===== config.mk =====
export PLATFORM = sky130hd
export DESIGN_NAME = hazard_ctrl
export DESIGN_NICKNAME = d
export VERILOG_FILES = /design/src/rtl/cpu_defs.sv /design/src/rtl/md_tracker.sv /design/src/rtl/hazard_ctrl.sv
export SDC_FILE = /design/constraint.sdc
export NUM_CORES = 1
export LEC_CHECK = 0
export BUFFER_PORTS_ARGS = -buffer_cell sky130_fd_sc_hd__buf_2
export CORE_AREA = 2 2 77 79
export DETAILED_ROUTE_END_ITERATION = 6
export DIE_AREA = 0 0 79 81
export GPL_ROUTABILITY_DRIVEN = 0
export PLACE_DENSITY = 0.66
export SLEW_MARGIN = 15
export SYNTH_ARGS = -nofsm -noshare
export SYNTH_HDL_FRONTEND = slang
export SYNTH_HIERARCHICAL = 1
export SYNTH_SLANG_ARGS = --single-unit

===== constraint.sdc =====
create_clock -name clock -period 1.95 [get_ports clock]
set_input_delay 0.0975 -clock clock [delete_from_list [all_inputs] [get_ports clock]]
set_output_delay 0.0975 -clock clock [all_outputs]
set_load 0.05 [all_outputs]

===== src/rtl/cpu_defs.sv =====
// Shared definitions for the CPU pipeline control blocks: register constants,
// MDU state encoding and the default mult/div latency.
package cpu_defs;

    localparam logic [4:0] REG_ZERO = 5'd0;

    localparam int MD_LATENCY_DEFAULT = 32;

    typedef enum logic {
        MD_IDLE = 1'b0,
        MD_BUSY = 1'b1
    } md_state_t;

endpackage


===== src/rtl/md_tracker.sv =====
// Tracks occupancy of the multiply/divide unit: a countdown from MD_LATENCY
// after each accepted mult/div, with a one-cycle done pulse on completion.
module md_tracker
    import cpu_defs::*;
#(
    parameter int MD_LATENCY = MD_LATENCY_DEFAULT,
    parameter int CNT_W      = 6
) (
    input  logic clock,
    input  logic reset,
    input  logic start,
    output logic busy,
    output logic done
);

    md_state_t        state_reg, state_next;
    logic [CNT_W-1:0] cnt_reg, cnt_next;
    logic             done_reg, done_next;

    always_ff @(posedge clock) begin
        if (reset) begin
            state_reg <= MD_IDLE;
            cnt_reg   <= '0;
            done_reg  <= 1'b0;
        end else begin
            state_reg <= state_next;
            cnt_reg   <= cnt_next;
            done_reg  <= done_next;
        end
    end

    // start is already qualified by the caller; it is only meaningful in IDLE
    // because a mult/div arriving while busy is held back by the stall.
    always_comb begin
        state_next = state_reg;
        cnt_next   = cnt_reg;
        done_next  = 1'b0;
        case (state_reg)
            MD_IDLE: begin
                if (start) begin
                    state_next = MD_BUSY;
                    cnt_next   = CNT_W'(MD_LATENCY);
                end
            end
            MD_BUSY: begin
                if (cnt_reg == CNT_W'(1)) begin
                    state_next = MD_IDLE;
                    cnt_next   = '0;
                    done_next  = 1'b1;
                end else begin
                    cnt_next = cnt_reg - CNT_W'(1);
                end
            end
            default: begin
                state_next = MD_IDLE;
                cnt_next   = '0;
            end
        endcase
    end

    assign busy = (state_reg == MD_BUSY);
    assign done = done_reg;

endmodule


===== src/rtl/hazard_ctrl.sv =====
// Pipeline hazard control: load-use and MDU-occupancy stalls, branch/jump
// flushes, and a free-running count of stalled cycles.
module hazard_ctrl
    import cpu_defs::*;
#(
    parameter int MD_LATENCY = MD_LATENCY_DEFAULT,
    parameter int CNT_W      = 6
) (
    input  logic        clock,
    input  logic        reset,
    input  logic [4:0]  id_rs,
    input  logic [4:0]  id_rt,
    input  logic        id_uses_rs,
    input  logic        id_uses_rt,
    input  logic [4:0]  ex_rt,
    input  logic        ex_mem_read,
    input  logic        id_branch_taken,
    input  logic        id_jump,
    input  logic        id_md_start,
    input  logic        id_md_read,
    output logic        pc_stall,
    output logic        if_id_stall,
    output logic        if_id_flush,
    output logic        id_ex_stall,
    output logic        id_ex_flush,
    output logic        md_busy,
    output logic        md_done,
    output logic [31:0] stall_count
);

    logic        load_use;
    logic        md_hazard;
    logic        hazard_stall;
    logic        md_accept;
    logic [31:0] stall_count_reg;

    assign load_use = ex_mem_read && (ex_rt != REG_ZERO) &&
                      ((id_uses_rs && (id_rs == ex_rt)) ||
                       (id_uses_rt && (id_rt == ex_rt)));

    assign md_hazard    = md_busy && (id_md_read || id_md_start);
    assign hazard_stall = load_use || md_hazard;

    assign pc_stall    = hazard_stall;
    assign if_id_stall = hazard_stall;
    assign id_ex_flush = hazard_stall;
    assign id_ex_stall = 1'b0;

    // A redirect is deferred while stalled; the branch re-resolves afterwards.
    assign if_id_flush = (id_branch_taken || id_jump) && !hazard_stall;

    assign md_accept = id_md_start && !hazard_stall;

    md_tracker #(
        .MD_LATENCY (MD_LATENCY),
        .CNT_W      (CNT_W)
    ) u_md_tracker (
        .clock (clock),
        .reset (reset),
        .start (md_accept),
        .busy  (md_busy),
        .done  (md_done)
    );

    always_ff @(posedge clock) begin
        if (reset) begin
            stall_count_reg <= '0;
        end else if (hazard_stall) begin
            stall_count_reg <= stall_count_reg + 32'd1;
        end
    end

    assign stall_count = stall_count_reg;

endmodule


==> results by group <==
Run status
  • Status: finished, violations left
  • Violated checks: negative setup slack

Synthesis
  • Synth Instances: 260
  • Area contributors post-synth: dfxtp_1 37%, a21oi_1 7.6%, or3_1 5.7%
  • Share of the synthesized area in the top cell type: between 30% and 40%
  • Cell area after synthesis: ~2200 µm²
  • Area leader, netlist: dfxtp_1
  • Synthesis-stage register bit count: 40
  • Net Count, Synth: between 200 and 300
  • Syn avg cell area: 8.37 µm²
  • Register area share after synthesis: between 30% and 40%
  • Mux cell area share after synthesis: less than 1%
  • Post-Synth Simple-Gate Area: between 20 and 30%
  • Main combinational cell family by area after synthesis: simple AND/OR/NAND/NOR gates
  • Compound-cell area share of the yosys netlist: around a fifth
  • Yosys warnings: 6
  • Ys async rst share: 0%
  • Prevailing post-synth register cell: dfxtp_1
  • Post-synthesis adder-cell area fraction: under 10%
  • Commonest cells post-synth: 40 x dfxtp_1, 33 x a21oi_1, 20 x o21ai_0, 20 x or3_1
  • Post-synth EDFFs: 0
  • Most common cell in the netlist: dfxtp_1
  • Synth Area in XOR/XNOR: 4.83%
  • Synth cell types: 49

Clock network
  • Total CTS buffers: 5
  • CTS Sinks: 40
  • Clk buf depth: 2
  • CTS Root Cell: clkbuf_8
  • Clk slew on worst S/H paths: around 0.080 ns
  • H-tree depth: 2
  • Worst-skew pair later-pin latency: 0.29 ns
  • CTS tree: yes

Global routing
  • Pin count of the biggest net entering global routing: 41
  • Grt ovf: 0
  • Gr usage total: about 18%
  • Number of global-route vias before repair: ~2.1k
  • First-pass GRT wire length: roughly 9600 µm
  • Initial antenna violation count: 0

Place
  • Post-DP HPWL: about 4000 µm
  • PortBufs: 61

Min path
  • Hold path endpoint: u_md_tracker/cnt_reg[1]
  • Hold Path Cell Cnt: 4
  • Min-delay worst type: input pin to register
  • Hold wc startpoint: id_md_start

Worst setup path
  • CP startpoint kind: register
  • Critical Path RT: ~2.2 ns
  • Slowest stage cell, crit path: or4_4
  • WP data arrival: between 2 and 2.5 ns
  • Worst setup path class: register to register
  • Critical Path End Type: register
  • Reg-to-reg endpoint: stall_count[30]
  • Slowest stage delay, CP: around 0.6 ns
  • Buf/Inv on CP: 0
  • CP top delay family: simple AND/OR/NAND/NOR gates
  • Register-to-register setup slack: -0.01 ns
  • Cells on worst reg2reg path: 5
  • RR Startpoint: stall_count[16]
  • Maximum fanout along the worst path: 4
  • Critical path, cell by cell: nand4_4, or4_4, nor3_4, or4b_1, a21oi_1

Power and ir drop
  • Flop pwr share: 49.7%
  • Cell-internal power: around 1.2 mW
  • Combinational share of power: a little under a fifth
  • Clock share of power: between 30% and 40%
  • VDD IR max: about 0.00033 V
  • Net Sw Frac: between 30% and 40%
  • Sw power: slightly above 500 µW
  • Static Leak: approximately 1.2 nW
  • PwrDens: between 500 and 600 nW/µm²

STA
  • Slew HR: 47.6%
  • Tcrit/Tclk final: 101%
  • Fmax: between 500 and 600 MHz
  • Final worst setup slack: -0.0144 ns
  • Setup Viol. Count Final: 1
  • Fin. Hold Viols: 0
  • RSZ-0062 raised after global routing: true
  • Slew Limit Fails: 0
  • Crit path time final: about 2.0 ns
  • Clk_skew: between 0.006 and 0.007 ns
  • Least-Margin Pin Slew: 0.786 ns
  • Hold_ws: 0.272 ns

Floorplan
  • Core Box Area: approximately 5700 µm²
  • Die X: slightly below 80 µm
  • Die area: around 6400 µm²
  • Die Ht: slightly above 80 µm
  • Initial Util: a little under two fifths
  • FP Rows: 28
  • Boundary pin count: 63

Route
  • Drt via density: 5.55
  • Drt drc: 0
  • 1st-iter DRT viols: 110
  • Vias: 2343
  • Antenna Nets Post-Route: 0
  • Pre-antenna DRT Iters: 4
  • Avg WL per Cell: ~14 µm
  • Final wirelength: 5970 µm

Final layout
  • Share of layout cells above drive strength 1: a little over two fifths
  • Area grow syn2layout: 38.9%
  • Final net count: about 370
  • Final Core Density: 53.3%
  • Diodes inserted: 0
  • Max FFs per register: 32

Job
  • Maxcap violations: 0
-- cells in the final DEF, fill, tap and decap left out, drive strengths merged, types with 7 or more instances in the layout --
cell,instances
o21ai,21
or3,20
or4,15
xor2,9
nand3,15
o31ai,13
nor2,7
buf,94
nand4,8
nand2,11
a21oi,33
dfxtp,40
inv,7
-- what timing repair did --
item | in CTS | in global routing
setup endpoints to repair | 5 | 10
gates resized for setup | 1 | 7
hold buffers | 0 | 0
buffers inserted | 6 | 0
cloned | 0 | 2
pin swaps | 5 | 5
-- per-stage QoR --
step	total power [mW]	setup WS [ns]	cells	setup TNS, ns	instance area (µm²)
CTS	1.68	-0.00552	420	-0.00552	2970
floorplan	1.07	-0.0581	260	-0.249	2310
global route	1.76	-0.0876	422	-0.476	3020
detailed placement	1.15	-0.0810	406	-0.786	2840
finish	1.67	-0.0144	422	-0.0144	3020
global placement	1.14	-0.0264	406	-0.200	2840
-- area by class of cell --
type,count,area [µm²]
clock buffers,5,68.8
clock inverters,3,13.8
fillers,551,2650
inverters,8,33.8
multi-input cells,197,1350
flip-flops and latches,40,887
well taps,75,93.8
repair buffers,94,581
-- worst max path at each step --
stage / startpoint / endpoint / slack, ns / depth (start not counted)
floorplan: stall_count[3] / stall_count[18] / -0.06 / 6
global placement: ex_rt[3] / stall_count[29] / -0.03 / 8
detailed placement: ex_rt[3] / stall_count[13] / -0.08 / 8
CTS: stall_count[16] / stall_count[30] / -0.006 / 5
global route: stall_count[22] / stall_count[30] / -0.09 / 5
finish: stall_count[16] / stall_count[30] / -0.01 / 5
-- worst reg2reg max path: stages (launching register included) --
cell and delay [ns]:
dfxtp_4 0.37, nand4_4 0.13, or4_4 0.59, nor3_4 0.22, or4b_1 0.45, a21oi_1 0.13
-- per-layer routing --
| metal | GRT usage, % | routed length, µm |
|---|---|---|
| met5 | 0 | 0 |
| met3 | 3.78 | 327 |
| met1 | 23.0 | 2600 |
| met2 | 32.9 | 2970 |
| met4 | 3.79 | 69 |
-- power by group through the flow --
stage          clock network, mW  registers (mW)  logic, mW
6_report                   0.537           0.831      0.305
3_5_place_dp                   0           0.850      0.300
3_3_place_gp                   0           0.849      0.294
2_1_floorplan                  0           0.871      0.198
5_1_grt                    0.590           0.836      0.331
4_1_cts                    0.551           0.830      0.302
-- kinds of logic after synthesis --
group / Yosys count
multiplexers: 1
AO/OA/AOI/OAI: 76
buffers and inverters: 25
XOR/XNOR: 12
adder cells (fa/ha/maj): 3
AND/OR/NAND/NOR: 102
flip-flops: 40
other: 1
No activity file was read; power rests on OpenSTA's default activity.
